$ cat src/rtl/press_classifier.sv
// press_classifier: turns debounced rise/fall edge pulses into short, long
// and double press events, plus a wrapping count of classified events.
module press_classifier #(
  parameter int LONG_COUNT = 8,
  parameter int GAP_COUNT  = 6
) (
  input  logic       clock,
  input  logic       reset,
  input  logic       rise,
  input  logic       fall,
  output logic       short_press,
  output logic       long_press,
  output logic       double_press,
  output logic       busy,
  output logic [7:0] press_count
);

  localparam int MAXC = (LONG_COUNT > GAP_COUNT) ? LONG_COUNT : GAP_COUNT;
  localparam int CW   = $clog2(MAXC + 1);
  localparam logic [CW-1:0] LONG_LAST = CW'(LONG_COUNT - 1);
  localparam logic [CW-1:0] GAP_LAST  = CW'(GAP_COUNT - 1);

  typedef enum logic [2:0] {
    IDLE   = 3'd0,
    PRESS1 = 3'd1,
    HOLD   = 3'd2,
    GAP    = 3'd3,
    PRESS2 = 3'd4
  } state_t;

  state_t          state, state_nxt;
  logic [CW-1:0]   cnt, cnt_nxt;
  logic            short_nxt, long_nxt, double_nxt;
  logic            ev_rise, ev_fall;

  // A simultaneous rise+fall is contradictory, so neither edge is honoured.
  assign ev_rise = rise & ~fall;
  assign ev_fall = fall & ~rise;

  // Next-state, counter and pulse decode; fall/rise beat the timers on their
  // threshold edge because they are tested first.
  always_comb begin
    state_nxt  = state;
    cnt_nxt    = cnt;
    short_nxt  = 1'b0;
    long_nxt   = 1'b0;
    double_nxt = 1'b0;
    case (state)
      IDLE: begin
        if (ev_rise) state_nxt = PRESS1;
      end
      PRESS1: begin
        if (ev_fall) begin
          state_nxt = GAP;
        end else if (cnt == LONG_LAST) begin
          state_nxt = HOLD;
          long_nxt  = 1'b1;
        end else begin
          cnt_nxt = cnt + 1'b1;
        end
      end
      HOLD: begin
        if (ev_fall) state_nxt = IDLE;
      end
      GAP: begin
        if (ev_rise) begin
          state_nxt = PRESS2;
        end else if (cnt == GAP_LAST) begin
          state_nxt = IDLE;
          short_nxt = 1'b1;
        end else begin
          cnt_nxt = cnt + 1'b1;
        end
      end
      PRESS2: begin
        if (ev_fall) begin
          state_nxt  = IDLE;
          double_nxt = 1'b1;
        end
      end
      default: state_nxt = IDLE;
    endcase
    // Every state entry starts the timer from zero.
    if (state_nxt != state) cnt_nxt = '0;
  end

  // State, timer, registered event pulses and the event counter.
  always_ff @(posedge clock) begin
    if (reset) begin
      state        <= IDLE;
      cnt          <= '0;
      short_press  <= 1'b0;
      long_press   <= 1'b0;
      double_press <= 1'b0;
      press_count  <= 8'd0;
    end else begin
      state        <= state_nxt;
      cnt          <= cnt_nxt;
      short_press  <= short_nxt;
      long_press   <= long_nxt;
      double_press <= double_nxt;
      if (short_nxt | long_nxt | double_nxt) press_count <= press_count + 8'd1;
    end
  end

  assign busy = (state != IDLE);

endmodule

$ cat config.mk
export PLATFORM = sky130hd
export DESIGN_NAME = press_classifier
export DESIGN_NICKNAME = d
export VERILOG_FILES = /design/src/rtl/press_classifier.sv
export SDC_FILE = /design/constraint.sdc
export NUM_CORES = 1
export LEC_CHECK = 0
export BUFFER_PORTS_ARGS = -buffer_cell sky130_fd_sc_hd__buf_2
export CELL_PAD_IN_SITES_DETAIL_PLACEMENT = 0
export CELL_PAD_IN_SITES_GLOBAL_PLACEMENT = 2
export CORE_ASPECT_RATIO = 1.5
export CORE_MARGIN = 1
export CORE_UTILIZATION = 35
export CTS_CLUSTER_DIAMETER = 80
export DETAILED_ROUTE_END_ITERATION = 10
export PLACE_DENSITY = 0.81
export SYNTH_ARGS = -nofsm -noshare
export SYNTH_HDL_FRONTEND = slang
export SYNTH_SLANG_ARGS = --single-unit
$ cat constraint.sdc
create_clock -name clock -period 5.66 [get_ports clock]
set_input_delay 0.283 -clock clock [delete_from_list [all_inputs] [get_ports clock]]
set_output_delay 0.283 -clock clock [all_outputs]
set_load 0.02 [all_outputs]
==> impl_metrics.json <==
{
  "grt_usage_pct": 16.7,
  "cts_resized": 0,
  "r2r_slack_ns": 3.57,
  "p_leak_nw": 0.464,
  "clock-root-buffer": "clkbuf_8",
  "fill_cells": 327,
  "portBuffers": 15,
  "synth-seq-cells": 18,
  "syn_inst": 128,
  "firstDrtPassIters": 4,
  "yosys.area.top_type": "dfxtp_1",
  "die_w_um": 47.0,
  "outcome": "complete, no violations",
  "antenna_found_initial": 0,
  "yosysTopAreaCellShare_pct": 33.8,
  "rsz0062_at_grt": "no",
  "syn-num-nets": 135,
  "hold_class": "input port to flop",
  "start_util_pct": 36.6,
  "wl_um": 2440,
  "cts_tree": "yes",
  "pwr-share-seq_pct": 51.3,
  "ys_top_cells_by_area": "dfxtp_1, mux2_2, nor2b_1, nor2_1, a21oi_1",
  "maxCapViolCount": 0,
  "seqCellArea_um2": 360,
  "worstPathMaxFanout": 8,
  "synth_edf_count": 0,
  "syn2layout_area_growth_pct": 13.6,
  "stdcell_area_um2": 1210,
  "cp.required_ns": 5.82,
  "cts.sinks": 18,
  "path_clk_slew_ns": 0.07,
  "cts_buffers": 3,
  "clockBufferDepth": 2,
  "slew-limit-headroom_pct": 62.1,
  "placed_area_um2": 1150,
  "p_per_area_nw_per_um2": 213,
  "nets": 148,
  "synth_top_flop_cell": "dfxtp_1",
  "ant_nets": 0,
  "finalHoldViolCount": 0,
  "final_util_pct": 41.5,
  "cp-end-kind": "flop",
  "clkPwrFrac_pct": 40.2,
  "grt_max_degree": 22,
  "fin_setup_tns_ns": 0,
  "die_area_um2": 3270,
  "synth_area_per_cell_um2": 8.32,
  "finClkSkew_ns": 0.00398,
  "core-area_um2": 2910,
  "fin_crit_sh_pct": 36.9,
  "num_rows": 24,
  "yosys.cell_types.count": 35,
  "synthArstFlopShare_pct": 0,
  "power_switching_mw": 0.0593,
  "clk-insertion-delay-late_ns": 0.25,
  "setup_violations": 0,
  "startpoint_type": "flop",
  "cts_setup_buffers": 0,
  "tightest_slew_ns": 0.564,
  "worstPathArrival_ns": 2.25,
  "synth_seq_area_share_pct": 33.8,
  "p_int_mw": 0.198,
  "routedWlPerCell_um": 13.6,
  "dp_hpwl_um": 1850,
  "worst_slack_ns": 3.57,
  "ys_warn_count": 0,
  "hold_slack_ns": 0.430,
  "multi_input_area_um2": 656,
  "dp.cells": 175,
  "maxSlewViolCount": 0,
  "cts-htree-levels": 1,
  "post-route-min-period_ns": 2.09,
  "vias_per_cell": 5.42,
  "num_vias": 971,
  "fmax_mhz": 479,
  "diodes": 0,
  "criticalPathCategory": "flop to flop",
  "synth.most_common_cell": "dfxtp_1",
  "fin_total_pwr_mw": 0.257,
  "layout-drive-gt1-share_pct": 17.1,
  "ios": 16,
  "dp_slack_ns": 3.59,
  "grt_pass1_wl_um": 4040,
  "grt_pass1_vias": 880,
  "finalWeightedCongestion": 0.781,
  "final_cells": 179,
  "overflow": 0,
  "route.detailed.drc": 0,
  "netlist_area_um2": 1060,
  "dr.first_iter.drc_count": 26,
  "die_h_um": 69.6,
  "hold_buffers": 0,
  "switching_share_pct": 23.1,
  "combPwrFrac_pct": 8.5,
  "ir_worst_vdd_mv": 0.0854,
  "synth_commonest_cells": "dfxtp_1, nor2_1, nor2b_1, a21oi_1, o21ai_0"
}
cells in the final DEF, fill, tap and decap left out:
cell      synthesis  layout
mux2_2            5       5
inv_1             4       4
nor2_1           12      12
a32o_1            1       1
o211ai_1          1       1
nor3_1            4       4
a31oi_1           1       1
mux2_1            1       1
or3_1             2       2
and2_1            1       1
o21ai_0           7       7
or4_1             2       2
ha_1              3       3
buf_2             0      15
or4b_1            1       1
a2111o_1          1       1
nor2b_1           9       9
nand3_1           6       6
and4b_1           2       2
nor4_1            1       1
clkbuf_8          0       4
nand2b_1          4       4
a21boi_0          2       2
a21oi_1           8       8
nand4_1           2       2
o31ai_1           2       2
dfxtp_1          18      18
nand2_1           4       4
and3b_1           2       2
and4_1            2       2
and2b_1           1       1
nor3b_1           4       4
a32oi_1           2       2
a221oi_1          1       1
a211oi_1          5       5
power by group through the flow:
stage,Sequential [mW],Combinational [mW],Clock (mW)
2_1_floorplan,0.132,0.0181,0
3_3_place_gp,0.135,0.0217,0
3_5_place_dp,0.135,0.0221,0
4_1_cts,0.132,0.0221,0.108
5_1_grt,0.132,0.0250,0.113
6_report,0.132,0.0219,0.103
per-layer routing:
layer / up-vias / wire, um / track usage, % / share of wire (%)
li1: 497 / - / - / -
met1: 459 / 1050 / 19.3 / 43
met2: 13 / 1320 / 29.2 / 54
met3: 2 / 51 / 2.34 / 2.1
met4: 0 / 19 / 5.71 / 0.78
met5: - / 0 / 0 / 0
cells by family (layout without fill, tap and decap cells):
| group | count (synthesis) | in the layout | synth area share [%] |
|---|---|---|---|
| compound gates | 31 | 31 | 19.2 |
| fa+ha+maj | 3 | 3 | 3.53 |
| buf+inv | 11 | 23 | 4.58 |
| flops | 18 | 18 | 33.8 |
| mux | 6 | 6 | 6.35 |
| simple gates | 59 | 59 | 32.5 |
registers in the layout, summed over array words and instances, names as in the netlist:
| register | flops |
|---|---|
| press_count | 8 |
| cnt | 4 |
| state | 3 |
| double_press | 1 |
| long_press | 1 |
| short_press | 1 |
layout make-up:
cell class | instances | share of cell area (%)
multi-input combinational | 99 | 54.2
sequential | 18 | 29.8
timing repair buffer | 15 | 6.20
clock buffer | 4 | 4.55
tap | 39 | 4.03
inverter | 4 | 1.24
worst max-delay path: stages, from the launching register on:
cell	delay, ns
dfxtp_1	0.37
inv_1	0.05
ha_1	0.18
and4b_1	0.25
a2111o_1	0.50
or4_1	0.42
a211oi_1	0.23
worst paths after layout:
check / start / endpoint / cells after the start
worst max-delay path: cnt[1]$_SDFFE_PP0P_ / cnt[3]$_SDFFE_PP0P_ / 6
worst min-delay path: reset / double_press$_SDFF_PP0_ / 2
worst max register to register: cnt[1]$_SDFFE_PP0P_ / cnt[3]$_SDFFE_PP0P_ / 6
worst min register to register: cnt[3]$_SDFFE_PP0P_ / cnt[3]$_SDFFE_PP0P_ / 2
Power figures use the tool's default switching activity.
